==> config.mk <==
export PLATFORM = sky130hd
export DESIGN_NAME = instr_fetch_flat
export DESIGN_NICKNAME = d
export VERILOG_FILES = /design/src/rtl/instr_fetch_if.sv /design/src/rtl/instr_fetch.sv /design/src/flat_wrapper.sv
export SDC_FILE = /design/constraint.sdc
export NUM_CORES = 1
export LEC_CHECK = 0
export BUFFER_PORTS_ARGS = -buffer_cell sky130_fd_sc_hd__clkbuf_2
export CORE_UTILIZATION = 31
export DETAILED_ROUTE_END_ITERATION = 6
export GPL_TIMING_DRIVEN = 0
export PLACE_DENSITY = 0.67
export SLEW_MARGIN = 15
export SYNTH_ARGS = -nofsm -noshare
export SYNTH_HDL_FRONTEND = slang
export SYNTH_SLANG_ARGS = --single-unit
==> constraint.sdc <==
create_clock -name clk -period 4.8 [get_ports clk]
set_input_delay 1.44 -clock clk [delete_from_list [all_inputs] [get_ports clk]]
set_output_delay 1.44 -clock clk [all_outputs]
set_load 0.01 [all_outputs]
==> src/rtl/instr_fetch_if.sv <==
// Instruction-fetch bus bundle: memory request/response channel plus the
// instruction hand-off to decode. The fetch unit is the master of both.
interface instr_fetch_if #(
  parameter int unsigned XLEN = 32
) ();
  logic            imem_req_valid;
  logic            imem_req_ready;
  logic [XLEN-1:0] imem_addr;
  logic            imem_rsp_valid;
  logic [XLEN-1:0] imem_rsp_data;
  logic            inst_valid;
  logic            inst_ready;
  logic [XLEN-1:0] inst;
  logic [XLEN-1:0] inst_pc;
  logic            inst_misalign;

  modport master (
    output imem_req_valid, imem_addr, inst_valid, inst, inst_pc, inst_misalign,
    input  imem_req_ready, imem_rsp_valid, imem_rsp_data, inst_ready
  );

  modport slave (
    input  imem_req_valid, imem_addr, inst_valid, inst, inst_pc, inst_misalign,
    output imem_req_ready, imem_rsp_valid, imem_rsp_data, inst_ready
  );
endinterface

==> src/rtl/instr_fetch.sv <==
// Single-entry instruction fetch stage. Latches the PC, issues one memory
// request at a time, holds the returned word for decode and pulses pc_adv
// when decode consumes it. Flush abandons whatever is in flight.
module instr_fetch #(
  parameter int unsigned XLEN = 32
) (
  input  logic              clk,
  input  logic              rst,
  input  logic [XLEN-1:0]   pc,
  input  logic              flush,
  output logic              pc_adv,
  instr_fetch_if.master     bus
);

  typedef enum logic [2:0] {StIdle, StReq, StWait, StDrain, StHold} state_e;

  state_e          state_q, state_d;
  logic            latched_q, latched_d;  // addr_q holds the pc for this REQ visit
  logic [XLEN-1:0] addr_q, addr_d;
  logic [XLEN-1:0] inst_q, inst_d;
  logic [XLEN-1:0] inst_pc_q, inst_pc_d;
  logic            misalign_q, misalign_d;
  logic            addr_ok;
  logic            req_fire;

  assign addr_ok            = (addr_q[1:0] == 2'b00);
  assign bus.imem_req_valid = (state_q == StReq) && latched_q && addr_ok;
  assign req_fire           = bus.imem_req_valid && bus.imem_req_ready;
  assign bus.imem_addr      = addr_q;
  assign bus.inst_valid     = (state_q == StHold);
  assign bus.inst           = inst_q;
  assign bus.inst_pc        = inst_pc_q;
  assign bus.inst_misalign  = misalign_q;
  // Flush beats a same-cycle consume, so the PC stage only advances on a clean handshake.
  assign pc_adv             = (state_q == StHold) && bus.inst_ready && !flush;

  // Next-state and datapath selection for the fetch sequencer.
  always_comb begin
    state_d    = state_q;
    latched_d  = latched_q;
    addr_d     = addr_q;
    inst_d     = inst_q;
    inst_pc_d  = inst_pc_q;
    misalign_d = misalign_q;
    unique case (state_q)
      StIdle: begin
        state_d   = StReq;
        latched_d = 1'b0;
      end
      StReq: begin
        if (flush) begin
          // Relatch next cycle; if memory already took the request, drain its response.
          latched_d = 1'b0;
          if (req_fire) begin
            state_d = StDrain;
          end
        end else if (!latched_q) begin
          addr_d    = pc;
          latched_d = 1'b1;
        end else if (!addr_ok) begin
          state_d    = StHold;
          inst_d     = '0;
          inst_pc_d  = addr_q;
          misalign_d = 1'b1;
        end else if (req_fire) begin
          state_d = StWait;
        end
      end
      StWait: begin
        if (flush && bus.imem_rsp_valid) begin
          state_d   = StReq;
          latched_d = 1'b0;
        end else if (flush) begin
          state_d = StDrain;
        end else if (bus.imem_rsp_valid) begin
          state_d    = StHold;
          inst_d     = bus.imem_rsp_data;
          inst_pc_d  = addr_q;
          misalign_d = 1'b0;
        end
      end
      StDrain: begin
        if (bus.imem_rsp_valid) begin
          state_d   = StReq;
          latched_d = 1'b0;
        end
      end
      StHold: begin
        if (flush || bus.inst_ready) begin
          state_d   = StReq;
          latched_d = 1'b0;
        end
      end
      default: begin
        state_d   = StIdle;
        latched_d = 1'b0;
      end
    endcase
  end

  // State registers with synchronous reset.
  always_ff @(posedge clk) begin
    if (rst) begin
      state_q    <= StIdle;
      latched_q  <= 1'b0;
      addr_q     <= '0;
      inst_q     <= '0;
      inst_pc_q  <= '0;
      misalign_q <= 1'b0;
    end else begin
      state_q    <= state_d;
      latched_q  <= latched_d;
      addr_q     <= addr_d;
      inst_q     <= inst_d;
      inst_pc_q  <= inst_pc_d;
      misalign_q <= misalign_d;
    end
  end

endmodule
==> src/flat_wrapper.sv <==
// flat-port wrapper written by rule: the top's interface ports become plain ports
module instr_fetch_flat 
#(
  parameter int unsigned XLEN = 32
)
  (clk, rst, pc, flush, pc_adv, bus_imem_req_valid, bus_imem_addr, bus_inst_valid, bus_inst, bus_inst_pc, bus_inst_misalign, bus_imem_req_ready, bus_imem_rsp_valid, bus_imem_rsp_data, bus_inst_ready);
  instr_fetch_if #(.XLEN(XLEN)) bus_i ();
  input  logic clk;
  input  logic rst;
  input  logic [XLEN-1:0] pc;
  input  logic flush;
  output logic pc_adv;
  output wire logic [$bits(bus_i.imem_req_valid)-1:0] bus_imem_req_valid;
  output wire logic [$bits(bus_i.imem_addr)-1:0] bus_imem_addr;
  output wire logic [$bits(bus_i.inst_valid)-1:0] bus_inst_valid;
  output wire logic [$bits(bus_i.inst)-1:0] bus_inst;
  output wire logic [$bits(bus_i.inst_pc)-1:0] bus_inst_pc;
  output wire logic [$bits(bus_i.inst_misalign)-1:0] bus_inst_misalign;
  input wire logic [$bits(bus_i.imem_req_ready)-1:0] bus_imem_req_ready;
  input wire logic [$bits(bus_i.imem_rsp_valid)-1:0] bus_imem_rsp_valid;
  input wire logic [$bits(bus_i.imem_rsp_data)-1:0] bus_imem_rsp_data;
  input wire logic [$bits(bus_i.inst_ready)-1:0] bus_inst_ready;
  assign bus_imem_req_valid = bus_i.imem_req_valid;
  assign bus_imem_addr = bus_i.imem_addr;
  assign bus_inst_valid = bus_i.inst_valid;
  assign bus_inst = bus_i.inst;
  assign bus_inst_pc = bus_i.inst_pc;
  assign bus_inst_misalign = bus_i.inst_misalign;
  assign bus_i.imem_req_ready = bus_imem_req_ready;
  assign bus_i.imem_rsp_valid = bus_imem_rsp_valid;
  assign bus_i.imem_rsp_data = bus_imem_rsp_data;
  assign bus_i.inst_ready = bus_inst_ready;
  instr_fetch #(.XLEN(XLEN)) u_core (.clk(clk), .rst(rst), .pc(pc), .flush(flush), .pc_adv(pc_adv), .bus(bus_i));
endmodule
Word level (Yosys, flattened, before mapping)
Index checks and enable logic that the tools add are counted.
{"block": "classes", "eq_ne": 17, "n_mux": 36, "bitwise_logic": 2, "n_reduce_logical": 15}
{"cell": "2-to-1 mux 32 bit", "count": 12}
{"cell": "one-hot mux 32 bit (2 select lines)", "count": 2}
{"cell": "2-to-1 mux 3 bit", "count": 10}
{"cell": "one-hot mux 3 bit (5 select lines)", "count": 1}
{"cell": "inequality test 2 bit (second input constant)", "count": 6}
{"cell": "2-to-1 mux 1 bit", "count": 9}
{"cell": "AND reduction 7 bit", "count": 1}
{"cell": "== test 3 x 2 -> 1 bit (second input constant)", "count": 2}
{"cell": "logical AND 1 bit", "count": 6}
{"cell": "inequality test 2 x 1 -> 1 bit (second input constant)", "count": 3}
{"cell": "inequality test 3 x 2 -> 1 bit (second input constant)", "count": 2}
{"cell": "AND reduction 3 bit", "count": 2}
{"cell": "AND reduction 6 bit", "count": 1}
{"cell": "inequality test 4 x 3 -> 1 bit (second input constant)", "count": 1}
{"cell": "one-hot mux 1 bit (4 select lines)", "count": 1}
{"cell": "== test 3 x 1 -> 1 bit (second input constant)", "count": 1}
{"cell": "== test 3 bit (second input constant)", "count": 1}
{"cell": "logical NOT 3 bit", "count": 1}
{"cell": "inequality test 3 bit (second input constant)", "count": 1}
{"cell": "logical NOT 2 bit", "count": 1}
{"cell": "inverter 1 bit", "count": 2}
{"cell": "one-hot mux 1 bit (2 select lines)", "count": 1}
{"cell": "nonzero test 2 bit", "count": 1}
{"cell": "logical NOT 1 bit", "count": 1}
{"cell": "logical OR 1 bit", "count": 1}
{"block": "totals", "register_bits": 101, "input_bits": 70, "out_inout_bits": 100, "word_cells": 76}

Depth between registers and ports, before layout
{"block": "depth", "word_depth": 9, "ltp_mapped": 6, "depth_no_buf": 3}

Worst setup path after synthesis
Ideal clock, no wire load.
{"block": "synth_timing", "kind": "input to output", "startpoint": "input port flush", "endpoint": "output port pc_adv", "t_arrival_ps": 2045, "required_ps": 3360, "setup_slack_ps": 1315, "cell_stages": 2, "path_buffers": 1, "path_cell_list": "buf_2 nor4b_1"}
{"block": "synth_between", "elab_chain_len": 2}
{"element": "start: declaration", "line": "flat_wrapper.sv:11", "source": "input logic flush;"}
{"element": "logical NOT 1 bit", "line": "instr_fetch.sv:35", "source": "assign pc_adv = (state_q == StHold) && bus.inst_ready && !flush;"}
{"element": "logical AND 1 bit", "line": "instr_fetch.sv:35"}
{"element": "end: declaration", "line": "flat_wrapper.sv:12", "source": "output logic pc_adv;"}
Every way passes these cells.

Worst setup path in the final report
Ends and elaborated chain as after synthesis.

==> summary.txt <==
Yosys
  • Post-synthesis sequential area ratio: 46.0%
  • Synthesized flop and latch total: around 100
  • Post-Synth Simple-Gate Area: about a quarter
  • Compound-Gate Fraction of Synth Area: around a tenth
  • Post-Synth XOR/XNOR Area: 0%
  • Netlist cell types: 31
  • Largest family of logic cells by synthesized area: simple AND/OR/NAND/NOR gates
  • Area share of fa/ha/maj cells after synthesis: 0%
  • Yosys Warn Count: 0
  • Avg Inst Size Synth: 9.43 µm²
  • Mux cell area share after synthesis: between 10% and 20%
  • Gate Count Post-Synth: between 400 and 500
  • Synth Net Count: 536
  • Mapped Area: ~4400 µm²

Critical path
  • R2R Path Start: u_core.state_q[1]$_SDFFE_PP0P_
  • Reg2reg setup slack: around 3.1 ns
  • Worst-path maximum fanout: 10
  • Critical path required time: between 3 and 4 ns
  • Worst r2r path cells: 5
  • Critical Path Start Type: primary input
  • CP Class: primary input to output pin
  • Crit path from: flush
  • Crit path to: pc_adv
  • Critical Path AT: a little over 2 ns
  • Crit end category: output pin
  • Reg-to-reg endpoint: u_core.bus.inst[2]$_SDFFE_PP0P_

STA
  • Slew @ Worst Pin: between 0.5 and 0.6 ns
  • Max frequency: 287 MHz
  • Slew Limit Headroom: between 60% and 70%
  • RSZ-0062 raised after global routing: no
  • Setup_tns: 0 ns
  • Hold Fails Final Rpt: 0
  • Slew Viols, Final: 0
  • Tmin final: about 3.5 ns
  • Setup Skew: 0.0131 ns
  • Final setup vio count: 0
  • Setup ws final: about 1.3 ns
  • Final Cycle Share: 72.7%

Drt
  • Iteration-0 DRC Markers: roughly 120
  • Antenna viol nets, final: 0
  • Vias per Instance: around 4.6
  • DR pass1 iterations: 4
  • Vias: approximately 3800
  • Mean routed wirelength per cell: 14.0 µm
  • Final wirelength: roughly 12000 µm
  • Residual DRC count: 0

GRT
  • Vias in the first global route: 3555
  • Largest net degree at the start of global routing: 16
  • Grt ovf: 0
  • First-pass GRT wire length: roughly 18000 µm
  • Initial antenna violation count: 0
  • Total Routing Usage GR: roughly 16%

Cells and area
  • Antenna diodes: 0
  • Post-layout net count: about 710
  • Finished Layout Cells: between 800 and 900
  • Area Growth Syn to Fin: 30.7%
  • Share of cells above drive strength 1: 32.2%

Placement
  • DPL Wire Length: approximately 8500 µm
  • Post-Place Setup Slack: about 1.3 ns
  • Routability Congestion: roughly 0.75
  • Buffers on Ports: between 150 and 200
  • Placed Cells: just over 800

Flow run
  • MaxCap Viol Count: 0

Power and ir drop
  • Internal cell power: approximately 0.0013 W
  • Sequential share of power: 49.9%
  • Clk pwr share: around two fifths
  • IR drop worst, VDD: 0.134 mV
  • Pwr Density: a little over 300 nW/µm²
  • Share of power burned in combinational logic: 9.6%
  • Static Leak: roughly 2.5 nW
  • Net Sw Frac: approximately a quarter
  • Net Switching: about 0.00042 W

CTS
  • # resized after CTS: 0
  • Clock Latency Late Sink: 0.35 ns
  • CTS root buf: clkbuf_16
  • H-tree levels: 3
  • Clk buf depth: 2
  • Hold_buf cts: 0
  • Num Clock Sinks: a little over 100
  • Post-CTS setup repair buffer count: 0
  • Clock transition at path regs: about 0.060 ns
  • CTS Buf Count: 9
  • TritonCTS clock tree: yes

Floorplanning
  • Die Span X: 121 µm
  • Die H: between 100 and 150 µm
  • Core box area: between 10000 and 15000 µm²
  • Initial Util: a little under a third
  • Die area: between 10000 and 15000 µm²
  • Io pins: 170
  • Num rows: 43

Status
  • Status: complete, no violations

Min path
  • Worst hold-check path type: register to register
-- flip-flops by register name (all words and copies together) (netlist names) --
signal,flops
u_core.bus.inst_pc,32
u_core.state_q,3
u_core.bus.inst_misalign,1
u_core.latched_q,1
u_core.bus.inst,32
u_core.bus.imem_addr,32
-- through the flow --
| step | hold slack, ns | area, µm² | power [W] | utilization (%) |
|---|---|---|---|---|
| 5_1_grt | 0.491 | 5740 | 0.00182 | 41.5 |
| 3_3_place_gp | 0.460 | 5450 | 0.00106 | 39.4 |
| 4_1_cts | 0.476 | 5740 | 0.00177 | 41.5 |
| 6_report | 0.471 | 5740 | 0.00175 | 41.5 |
| 3_5_place_dp | 0.467 | 5450 | 0.00106 | 39.4 |
| 2_1_floorplan | 0.493 | 4390 | 0.000986 | - |
-- layout by cell type, fill, tap and decap left out, types with 2 or more instances in the layout --
master / netlist / final
a21oi_1: 35 / 35
buf_2: 13 / 13
buf_6: 7 / 7
clkbuf_1: 21 / 22
clkbuf_16: 0 / 9
clkbuf_2: 0 / 167
clkbuf_8: 0 / 3
clkinv_2: 0 / 2
dfxtp_1: 101 / 101
inv_1: 3 / 3
mux2i_1: 64 / 64
nand2_1: 32 / 32
nand2b_1: 97 / 97
nand3_1: 32 / 32
nand4bb_1: 2 / 2
nor2_1: 4 / 4
nor2b_1: 2 / 2
nor4b_4: 2 / 2
o211ai_1: 2 / 2
o21ai_0: 34 / 34
-- cells in the mapped netlist (all sizes together) --
library cell,n,share of area [%]
a21oi,35,4.0
clkbuf,21,1.8
or4,1,0.17
a2bb2oi,1,0.20
a221oi,2,0.54
o21ai,34,3.9
o22a,1,0.20
nand3,32,3.6
and3b,1,0.20
o211ai,2,0.34
inv,3,0.26
mux2i,64,15
buf,20,3.3
o22ai,1,0.28
nor4b,3,1.3
nand2,32,2.7
dfxtp,101,46
nand2b,97,14
nor2b,2,0.28
nand4bb,3,1.1
or4b,1,0.31
nor3,1,0.11
o21bai,1,0.17
nor2,4,0.34
or2,1,0.14
a31oi,1,0.14
nand4,1,0.14
-- area by class of cell --
cell class / instances / area [µm²]
inverters: 3 / 11.3
flip-flops and latches: 101 / 2020
repair buffers: 167 / 836
plain buffers: 41 / 223
clock buffers: 13 / 270
multi-input cells: 321 / 2140
well taps: 180 / 225
clock inverters: 3 / 18.8
fillers: 1406 / 8080
-- routing by layer --
layer	global-route usage [%]	vias up	part of all wire, %	wire length (µm)
li1	-	1943	-	-
met1	21.7	1752	48	5540
met2	24.1	108	44	5070
met3	4.09	16	6.4	742
met4	6.56	0	2.0	227
met5	0	-	0	0
-- critical path: stages --
cell      delay (ns)
buf_2           0.16
nor4b_1         0.24
clkbuf_2        0.20
-- power groups by stage --
stage	combinational [W]	clock, W	sequential [W]
2_1_floorplan	0.0000924	0	0.000894
4_1_cts	0.000170	0.000731	0.000872
3_5_place_dp	0.000169	0	0.000891
3_3_place_gp	0.000168	0	0.000891
6_report	0.000168	0.000709	0.000872
5_1_grt	0.000185	0.000759	0.000874
-- cell families (layout without fill, tap and decap cells) --
family	count (synthesis)	after routing
AO/OA/AOI/OAI	78	78
flip-flops	101	101
multiplexers	64	64
buffers and inverters	44	227
AND/OR/NAND/NOR	179	179
-- worst min-delay path by stage --
stage	from	endpoint	slack (ns)	cells past startpoint
2_1_floorplan	u_core.bus.inst[0]$_SDFFE_PP0P_	u_core.bus.inst[0]$_SDFFE_PP0P_	0.49	2
3_3_place_gp	u_core.bus.inst[14]$_SDFFE_PP0P_	u_core.bus.inst[14]$_SDFFE_PP0P_	0.46	2
3_5_place_dp	u_core.bus.inst[14]$_SDFFE_PP0P_	u_core.bus.inst[14]$_SDFFE_PP0P_	0.47	2
4_1_cts	u_core.bus.inst[4]$_SDFFE_PP0P_	u_core.bus.inst[4]$_SDFFE_PP0P_	0.48	2
5_1_grt	u_core.bus.inst[0]$_SDFFE_PP0P_	u_core.bus.inst[0]$_SDFFE_PP0P_	0.49	2
6_report	u_core.bus.inst[0]$_SDFFE_PP0P_	u_core.bus.inst[0]$_SDFFE_PP0P_	0.47	2
Note: power is estimated with default switching activity, not from simulation.
